[config.mk]
export PLATFORM = sky130hd
export DESIGN_NAME = upg_mode_ctrl
export DESIGN_NICKNAME = d
export VERILOG_FILES = /design/src/rtl/upg_pkg.sv /design/src/rtl/btn_debounce.sv /design/src/rtl/upg_mode_ctrl.sv
export SDC_FILE = /design/constraint.sdc
export NUM_CORES = 1
export LEC_CHECK = 0
export ABC_AREA = 1
export CORE_MARGIN = 4
export CORE_UTILIZATION = 43
export DETAILED_ROUTE_END_ITERATION = 10
export MAX_ROUTING_LAYER = met4
export PLACE_DENSITY = 0.76
export RECOVER_POWER = 100
export SLEW_MARGIN = 20
export SYNTH_ARGS = -nofsm -noshare
export SYNTH_HDL_FRONTEND = slang
export SYNTH_SLANG_ARGS = --single-unit
[constraint.sdc]
create_clock -name fpga_clk -period 1.7 [get_ports fpga_clk]
set_input_delay 0.17 -clock fpga_clk [delete_from_list [all_inputs] [get_ports fpga_clk]]
set_output_delay 0.17 -clock fpga_clk [all_outputs]
set_load 0.03 [all_outputs]
[src/rtl/upg_pkg.sv]
// Shared types and constants for the UART program-load controller.
package upg_pkg;

  typedef enum logic [1:0] {
    ST_RUN   = 2'd0,
    ST_LOAD  = 2'd1,
    ST_DRAIN = 2'd2,
    ST_HOLD  = 2'd3
  } upg_state_e;

  // Address bit 14 selects the target memory; the low 14 bits are the word address.
  localparam int UPG_SEL_BIT = 14;
  localparam int UPG_ADR_W   = 14;

endpackage

[src/rtl/btn_debounce.sv]
// Push-button conditioner: 2-flop synchronizer, saturating stability counter,
// and a single pulse once the button has been steadily high long enough.
module btn_debounce #(
  parameter int DEBOUNCE_CYCLES = 20
) (
  input  logic clk,
  input  logic rst,
  input  logic btn_i,
  output logic pulse_o
);

  localparam int CW = $clog2(DEBOUNCE_CYCLES + 1);
  localparam logic [CW-1:0] CNT_MAX = CW'(DEBOUNCE_CYCLES);

  logic          sync1_q, sync1_d;
  logic          sync2_q, sync2_d;
  logic [CW-1:0] cnt_q, cnt_d;

  always_comb begin
    sync1_d = btn_i;
    sync2_d = sync1_q;
    // NOTE: every branch assigns cnt_d, so no latch is inferred.
    if (!sync2_q)
      cnt_d = '0;
    else if (cnt_q != CNT_MAX)
      cnt_d = cnt_q + 1'b1;
    else
      cnt_d = cnt_q;
  end

  // Fires only on the step into saturation, so a held button gives one pulse.
  assign pulse_o = (cnt_d == CNT_MAX) && (cnt_q != CNT_MAX);

  // NOTE: sequential state uses non-blocking assignments so all flops update together.
  always_ff @(posedge clk) begin
    if (rst) begin
      sync1_q <= 1'b0;
      sync2_q <= 1'b0;
      cnt_q   <= '0;
    end else begin
      sync1_q <= sync1_d;
      sync2_q <= sync2_d;
      cnt_q   <= cnt_d;
    end
  end

endmodule

[src/rtl/upg_mode_ctrl.sv]
// Switches the CPU between normal run and UART program load, steering each
// UART word to programrom or dmemory and releasing the core after a hold window.
module upg_mode_ctrl
  import upg_pkg::*;
#(
  parameter int DEBOUNCE_CYCLES = 20,
  parameter int RESUME_HOLD     = 16,
  parameter int CNT_W           = 15
) (
  input  logic                 fpga_clk,
  input  logic                 fpga_rst,
  input  logic                 start_pg,
  input  logic                 upg_wen_i,
  input  logic [UPG_ADR_W:0]   upg_adr_i,
  input  logic [31:0]          upg_dat_i,
  input  logic                 upg_done_i,
  output logic                 upg_rst_o,
  output logic                 cpu_rst_o,
  output logic                 rom_wen_o,
  output logic                 ram_wen_o,
  output logic [UPG_ADR_W-1:0] wr_adr_o,
  output logic [31:0]          wr_dat_o,
  output logic [CNT_W-1:0]     rom_words_o,
  output logic [CNT_W-1:0]     ram_words_o,
  output logic                 busy_o,
  output logic                 err_o
);

  localparam int HOLD_W = (RESUME_HOLD > 1) ? $clog2(RESUME_HOLD) : 1;
  localparam logic [HOLD_W-1:0] HOLD_LAST = HOLD_W'(RESUME_HOLD - 1);

  upg_state_e           state_q, state_d;
  logic [HOLD_W-1:0]    hold_cnt_q, hold_cnt_d;
  logic                 wen_prev_q;
  logic                 rom_wen_q, rom_wen_d;
  logic                 ram_wen_q, ram_wen_d;
  logic [UPG_ADR_W-1:0] wr_adr_q, wr_adr_d;
  logic [31:0]          wr_dat_q, wr_dat_d;
  logic [CNT_W-1:0]     rom_cnt_q, rom_cnt_d;
  logic [CNT_W-1:0]     ram_cnt_q, ram_cnt_d;
  logic                 upg_rst_q, upg_rst_d;
  logic                 cpu_rst_q, cpu_rst_d;
  logic                 busy_q, busy_d;
  logic                 err_q, err_d;
  logic                 start_seen;
  logic                 wen_rise;

  btn_debounce #(
    .DEBOUNCE_CYCLES(DEBOUNCE_CYCLES)
  ) u_start_db (
    .clk    (fpga_clk),
    .rst    (fpga_rst),
    .btn_i  (start_pg),
    .pulse_o(start_seen)
  );

  // The UART strobe can last several cycles; only its leading edge is a write.
  assign wen_rise = upg_wen_i & ~wen_prev_q;

  always_comb begin
    state_d    = state_q;
    hold_cnt_d = hold_cnt_q;
    rom_wen_d  = 1'b0;
    ram_wen_d  = 1'b0;
    wr_adr_d   = wr_adr_q;
    wr_dat_d   = wr_dat_q;
    rom_cnt_d  = rom_cnt_q;
    ram_cnt_d  = ram_cnt_q;
    err_d      = err_q;

    case (state_q)
      ST_RUN: begin
        if (start_seen) begin
          state_d   = ST_LOAD;
          rom_cnt_d = '0;
          ram_cnt_d = '0;
        end
      end
      ST_LOAD: begin
        if (wen_rise) begin
          wr_adr_d = upg_adr_i[UPG_ADR_W-1:0];
          wr_dat_d = upg_dat_i;
          if (upg_adr_i[UPG_SEL_BIT]) begin
            ram_wen_d = 1'b1;
            if (ram_cnt_q != '1) ram_cnt_d = ram_cnt_q + 1'b1;
          end else begin
            rom_wen_d = 1'b1;
            if (rom_cnt_q != '1) rom_cnt_d = rom_cnt_q + 1'b1;
          end
        end
        if (upg_done_i) state_d = ST_DRAIN;
      end
      ST_DRAIN: begin
        state_d    = ST_HOLD;
        hold_cnt_d = '0;
      end
      ST_HOLD: begin
        if (hold_cnt_q == HOLD_LAST)
          state_d = ST_RUN;
        else
          hold_cnt_d = hold_cnt_q + 1'b1;
      end
      default: state_d = ST_RUN;
    endcase

    if (wen_rise && (state_q != ST_LOAD)) err_d = 1'b1;

    // Reset outputs follow the next state so they change on the transition edge.
    upg_rst_d = (state_d == ST_RUN);
    cpu_rst_d = (state_d != ST_RUN);
    busy_d    = (state_d != ST_RUN);
  end

  always_ff @(posedge fpga_clk) begin
    if (fpga_rst) begin
      state_q    <= ST_RUN;
      hold_cnt_q <= '0;
      wen_prev_q <= 1'b0;
      rom_wen_q  <= 1'b0;
      ram_wen_q  <= 1'b0;
      wr_adr_q   <= '0;
      wr_dat_q   <= '0;
      rom_cnt_q  <= '0;
      ram_cnt_q  <= '0;
      upg_rst_q  <= 1'b1;
      cpu_rst_q  <= 1'b1;
      busy_q     <= 1'b0;
      err_q      <= 1'b0;
    end else begin
      state_q    <= state_d;
      hold_cnt_q <= hold_cnt_d;
      wen_prev_q <= upg_wen_i;
      rom_wen_q  <= rom_wen_d;
      ram_wen_q  <= ram_wen_d;
      wr_adr_q   <= wr_adr_d;
      wr_dat_q   <= wr_dat_d;
      rom_cnt_q  <= rom_cnt_d;
      ram_cnt_q  <= ram_cnt_d;
      upg_rst_q  <= upg_rst_d;
      cpu_rst_q  <= cpu_rst_d;
      busy_q     <= busy_d;
      err_q      <= err_d;
    end
  end

  assign upg_rst_o   = upg_rst_q;
  assign cpu_rst_o   = cpu_rst_q;
  assign rom_wen_o   = rom_wen_q;
  assign ram_wen_o   = ram_wen_q;
  assign wr_adr_o    = wr_adr_q;
  assign wr_dat_o    = wr_dat_q;
  assign rom_words_o = rom_cnt_q;
  assign ram_words_o = ram_cnt_q;
  assign busy_o      = busy_q;
  assign err_o       = err_q;

endmodule

# == Word-level counts from Yosys, hierarchy flattened ==
# Cells that the tools add are included.
# classes
bitwise,4
n_div,0
mul,0
reduce_logical,12
n_lt_le_gt_ge,0
shifts,0
addsub,4
n_eq_ne,16
mux,19
# op_table
cell,n
2-to-1 mux 15 bit,7
case mux 15 bit (2 select lines),2
adder 15 x 1 -> 15 bit (second input constant),2
inequality test 15 bit (second input constant),2
inequality test 2 bit (second input constant),7
2-to-1 mux 5 bit,2
AND reduction 5 bit,2
case mux 2 bit (4 select lines),1
case mux 4 bit (2 select lines),1
2-to-1 mux 2 bit,3
nonzero test 2 bit,3
adder 5 x 1 -> 5 bit (second input constant),1
== test 5 bit (second input constant),1
inequality test 5 bit (second input constant),1
adder 4 x 1 -> 4 bit (second input constant),1
== test 2 bit (second input constant),2
== test 4 bit (second input constant),1
zero test 2 bit,2
2-to-1 mux 4 bit,1
AND reduction 2 bit,2
NOT 1 bit,3
OR reduction 3 bit,1
== test 2 x 1 -> 1 bit (second input constant),1
logical AND 1 bit,2
other kinds (3),4
# word_totals
mem_bits_rw,0
ff_bits,96
elab_cells,71
romBits,0
mem_count,0
latchBits,0

# == Longest topological paths before layout ==
# logic_depth
ltp_word,8
depth_mapped,14

# == Hierarchy ==
# From an unflattened synthesis, not the netlist that was laid out.
# hier_totals
hier_cells,654
hier_area_um2,4445.5
# modules_own_cells
module,seq_area_each_um2,instances,cells_per_inst,area_per_inst_um2
upg_mode_ctrl,1781.7,1,605,4108.9
btn_debounce,140.1,1,49,336.6

# == Worst setup path after synthesis ==
# OpenSTA, ideal clock, no wires.
# synth_timing
kind,reg2reg
start,"register rom_cnt_q[1], in the netlist rom_words_o[1]"
end,"register rom_cnt_q[3], in the netlist rom_words_o[3]"
arrival_ns,1.718
synth_period_minus_slack_ns,1.831
setup_time_ns,0.114
path_slack_ns,-0.131
stages_incl_launch_ff,12
t_required_ns,1.586
path_cell_list,dfxtp_1 > ha_1 > nand2_1 > nor2_4 > nand3_1 > nor2_2 > a21oi_4 > nand3_4 > buf_6 > nand2_1 > nand2_1 > nor2_1
# synth_via
elab_chain_len,5
elab_cells_between_ends,8
# synth_lines
element,line_no,text
"start, declared",upg_mode_ctrl.sv:39,"logic [CNT_W-1:0] rom_cnt_q, rom_cnt_d;"
"start signal, assigned",upg_mode_ctrl.sv:137,rom_cnt_q <= rom_cnt_d;
adder 15 x 1 -> 15 bit,upg_mode_ctrl.sv:88,if (rom_cnt_q != '1) rom_cnt_d = rom_cnt_q + 1'b1;
2-to-1 mux 15 bit,upg_mode_ctrl.sv:88,
2-to-1 mux 15 bit,upg_mode_ctrl.sv:83,if (upg_adr_i[UPG_SEL_BIT]) begin
2-to-1 mux 15 bit,upg_mode_ctrl.sv:80,if (wen_rise) begin
case mux 15 bit (2 select lines),upg_mode_ctrl.sv:71,case (state_q)
# Parallel ways exist; a longest one is shown, timed or not. The select of a mux whose other input is x is not followed.
# A chain may end at the register's enable or synchronous reset.

# == Worst setup path after layout ==
# layout_timing
start,register u_start_db.cnt_q[1]
end,"register rom_cnt_q[14], in the netlist rom_words_o[14]"
# layout_via
elab_chain_len,7
elab_cells_between_ends,8
# layout_lines
element,line_no,text
"start, declared",btn_debounce.sv:17,"logic [CW-1:0] cnt_q, cnt_d;"
"start signal, assigned",btn_debounce.sv:43,cnt_q <= cnt_d;
adder 5 x 1 -> 5 bit or inequality test 5 bit (tied branches),"btn_debounce.sv:26, btn_debounce.sv:25, btn_debounce.sv:32",
2-to-1 mux 5 bit,btn_debounce.sv:25,else if (cnt_q != CNT_MAX)
2-to-1 mux 5 bit,btn_debounce.sv:23,if (!sync2_q)
== test 5 bit,btn_debounce.sv:32,assign pulse_o = (cnt_d == CNT_MAX) && (cnt_q != CNT_MAX);
logical AND 1 bit *,btn_debounce.sv:32,
inequality test 2 bit (no line) *,--,
AND reduction 5 bit (no line) *,--,
# Mark *: on every way between the ends. The rest lies on a longest branch, timed or not.

==> flow_metrics.py <==
metrics = {
    "run_status": {
        "status": "complete, but fails checks",
        "violations": "negative setup slack",
    },
    "setup_path": {
        "cp_data_required_time_ns": 1.99,
        "cp_max_fo": 6,
        "r2r_start": "u_start_db.cnt_q[1]",
        "reg2reg_depth": 15,
        "start_kind": "flop",
        "crit_start": "u_start_db.cnt_q[1]",
        "path_class": "flop to flop",
        "critical_path.endpoint_type": "flop",
        "critPathArrivalTime_ns": 2.16,
    },
    "floorplan": {
        "die_w_um": 111.5,
        "start_util_pct": 44.41,
        "rows": 37,
        "ios": 134,
        "dieArea_um2": 12430,
        "die_h_um": 111.5,
        "core_um2": 10370,
    },
    "grt": {
        "grt.total_usage_pct": 20.78,
        "grt_util_met3_pct": 7.500,
        "use_met2_pct": 34.30,
        "grt_pass1_vias": 4724,
        "overflow": 0,
        "grt_max_degree": 79,
        "antenna_found_initial": 0,
        "grt_pass1_wl_um": 21200,
        "met1_usage_pct": 23.71,
        "grt-busiest-layer": "met2",
    },
    "sta": {
        "worstMarginPinSlew_ns": 0.7936,
        "fin_ws_ns": -0.1692,
        "relSlewSlack_pct": 47.09,
        "max_freq_ghz": 0.5350,
        "drv_slew": 0,
        "period_share_pct": 110.0,
        "setup_viol": 30,
        "finalCriticalPeriod_ns": 1.869,
        "finalHoldViolations": 0,
        "skew_ns": 0.007513,
        "rsz0062_at_grt": "yes",
    },
    "placed_design": {
        "place.detailed.hpwl_um": 8837,
        "pre_cts_slack_ns": -0.1348,
        "gp_congestion": 0.8775,
        "port_buffers": 133,
        "dp.cells": 940,
        "dpl_cell_area_um2": 6163,
    },
    "worst_hold_path": {
        "hp-start": "start_pg",
        "whs_path_depth": 3,
        "hp-class": "input port to flop",
    },
    "drt": {
        "firstDrtPassIters": 7,
        "final_antenna_net_count": 0,
        "drt_wl_total_um": 13540,
        "wl_per_cell_um": 13.89,
        "vias": 4964,
        "drt_iter0_markers": 242,
        "vias_per_cell": 5.091,
        "drc": 0,
    },
    "pwr": {
        "irDropWorstVdd_v": 0.0008162,
        "power.density_nw_per_um2": 1579,
        "p_leak_nw": 3.044,
    },
    "clock_tree": {
        "cts.path.max_buffers": 2,
        "htreeDepth": 3,
        "insertion_delay_ns": 0.37,
        "clk_pin_slew_ns": 0.09,
        "clockRootBuffer": "clkbuf_8",
        "cts_tree": "yes",
        "cts_buffers": 9,
        "cts_sinks": 96,
    },
    "cells_and_area": {
        "drive_gt1_share_pct": 17.28,
        "seq_area_um2": 1934,
        "finalInstanceArea_um2": 6778,
        "nets": 891,
        "layoutNonFillerInstCount": 975,
        "multi_input_area_um2": 2401,
        "antenna-diode-count": 0,
        "num-fill-cells": 876,
        "area_growth_syn_to_layout_pct": 47.16,
    },
    "synthesis": {
        "synthDistinctLibCells": 34,
        "ys_seq_elements": 96,
        "synth_area_per_cell_um2": 6.793,
        "netlist_area_um2": 4606,
        "synth_top_area_share_pct": 41.73,
        "yosys.area.top_type": "dfxtp_1",
        "yosys_warnings": 0,
        "syn_nets": 735,
        "syn_inst": 678,
        "synth_seq_area_share_pct": 41.73,
        "synth.area.top_cells": "dfxtp_1, nor2_1, nand2_1, o21ai_0, inv_1",
    },
    "job": {
        "cap_violations": 0,
    },
}
==> cell usage in the layout, fill, tap and decap left out, types with 2 or more instances in the layout <==
| cell | synthesis | routed |
|---|---|---|
| nand3b_1 | 2 | 2 |
| dfxtp_2 | 0 | 4 |
| a21oi_2 | 2 | 8 |
| nand4_2 | 2 | 2 |
| nor2_4 | 2 | 3 |
| clkbuf_16 | 0 | 2 |
| inv_6 | 0 | 3 |
| dfxtp_1 | 96 | 90 |
| nand2_1 | 134 | 109 |
| inv_4 | 0 | 2 |
| ha_4 | 0 | 2 |
| inv_2 | 5 | 13 |
| nor2_2 | 7 | 11 |
| buf_12 | 1 | 6 |
| buf_4 | 0 | 31 |
| nor2_1 | 155 | 150 |
| dlygate4sd2_1 | 0 | 5 |
| nand3_4 | 1 | 5 |
| nand3_2 | 4 | 3 |
| dlymetal6s2s_1 | 0 | 9 |
| xor2_1 | 2 | 2 |
| clkdlybuf4s50_1 | 0 | 119 |
| nor3_1 | 7 | 6 |
| dfxtp_4 | 0 | 2 |
| nand2_4 | 1 | 3 |
| nand2_2 | 5 | 28 |
| ha_1 | 5 | 3 |
| o21ai_0 | 58 | 58 |
| nor2b_1 | 2 | 2 |
| nand3_1 | 31 | 31 |
| o21bai_1 | 2 | 2 |
| clkbuf_8 | 0 | 9 |
| buf_6 | 5 | 2 |
| inv_1 | 72 | 61 |
| nand4_1 | 23 | 23 |
| a21oi_1 | 22 | 16 |
==> flip-flops by register name, indices dropped and copies added, names as in the netlist <==
register,flops
wr_dat_o,32
ram_words_o,15
rom_words_o,15
wr_adr_o,14
u_start_db.cnt_q,5
hold_cnt_q,4
state_q,2
busy_o,1
cpu_rst_o,1
err_o,1
ram_wen_o,1
rom_wen_o,1
u_start_db.sync1_q,1
u_start_db.sync2_q,1
upg_rst_o,1
wen_prev_q,1
==> area by class of cell <==
type	count	share of cell area, %
timing repair buffer	175	26.21
tap	136	2.511
multi-input combinational	475	35.43
sequential	96	28.54
clock buffer	9	1.828
inverter	77	4.338
clock inverter	7	1.145
==> metrics by stage <==
| stage | TNS (ns) | utilization [%] | total power [mW] | hold slack, ns |
|---|---|---|---|---|
| after floorplan | 0 | - | 6.509 | 0.2493 |
| after global placement | -0.2675 | 59.44 | 8.040 | 0.3944 |
| after detailed placement | -2.377 | 59.44 | 8.171 | 0.4050 |
| after CTS | -1.238 | 62.78 | 9.959 | 0.3073 |
| after global routing | -6.629 | 65.36 | 11.39 | 0.3248 |
| final | -2.630 | 65.36 | 10.70 | 0.3195 |
==> what timing repair did <==
item | CTS | global route
endpoints found under the setup margin | 35 | 44
pin swaps | 8 | 21
gates resized for setup | 27 | 51
cloned | 2 | 4
setup buffers | 6 | 7
hold buffers | 0 | 0
==> layer usage <==
| layer | vias up | wire length [um] |
|---|---|---|
| met5 | - | 0 |
| met4 | 0 | 292 |
| met3 | 38 | 1322 |
| met2 | 212 | 6327 |
| met1 | 2265 | 5601 |
| li1 | 2449 | - |
==> power breakdown <==
group          total [mW]  internal (mW)  switching [mW]
Combinational        5.92           2.46            3.46
Clock                1.55          0.696           0.858
Sequential           3.22           2.78           0.447
Total                10.7           5.93            4.77
==> worst max-delay path: stages (launching register included) <==
cell     delay, ns
dfxtp_4       0.38
ha_4          0.17
inv_4         0.04
nand2_2       0.06
nand2_2       0.07
nor2_2        0.10
nand2_1       0.07
nor2_2        0.09
nand3_2       0.10
nand2_4       0.13
buf_12        0.12
buf_12        0.10
nand3_4       0.11
nand2_1       0.10
inv_1         0.04
nor2_1        0.12
==> cell usage after synthesis <==
cell / number
buf_8: 1
inv_1: 72
ha_1: 5
o221ai_1: 1
nor2_2: 7
nand3_2: 4
nand2_2: 5
a211oi_1: 1
nand4_1: 23
buf_2: 6
nand2_1: 134
nand3_1: 31
a21oi_1: 22
nand3b_1: 2
inv_2: 5
clkbuf_1: 16
nand2_4: 1
a21oi_4: 1
o21bai_1: 2
buf_12: 1
dfxtp_1: 96
nor2b_1: 2
a31oi_1: 1
xor2_1: 2
buf_1: 4
nand4_2: 2
o21ai_0: 58
a21oi_2: 2
nor2_4: 2
buf_6: 5
nor2_1: 155
xnor2_1: 1
nor3_1: 7
nand3_4: 1
==> worst paths after layout <==
kind	slack (ns)	endpoint
hold reg to reg	0.42	u_start_db.sync2_q
setup / recovery	-0.17	rom_words_o[14]
hold / removal	0.32	u_start_db.sync1_q
setup reg to reg	-0.17	rom_words_o[14]
==> kinds of logic after synthesis <==
kind of cell	count (synthesis)	synth area share (%)
buffers and inverters	110	10.54
AOI/OAI and AO/OA	88	10.24
xor gates and xnor gates	3	0.5706
DFF	96	41.73
and+or+nand+nor	376	35.56
adders and majority gates	5	1.358
Power figures use the tool's default switching activity.
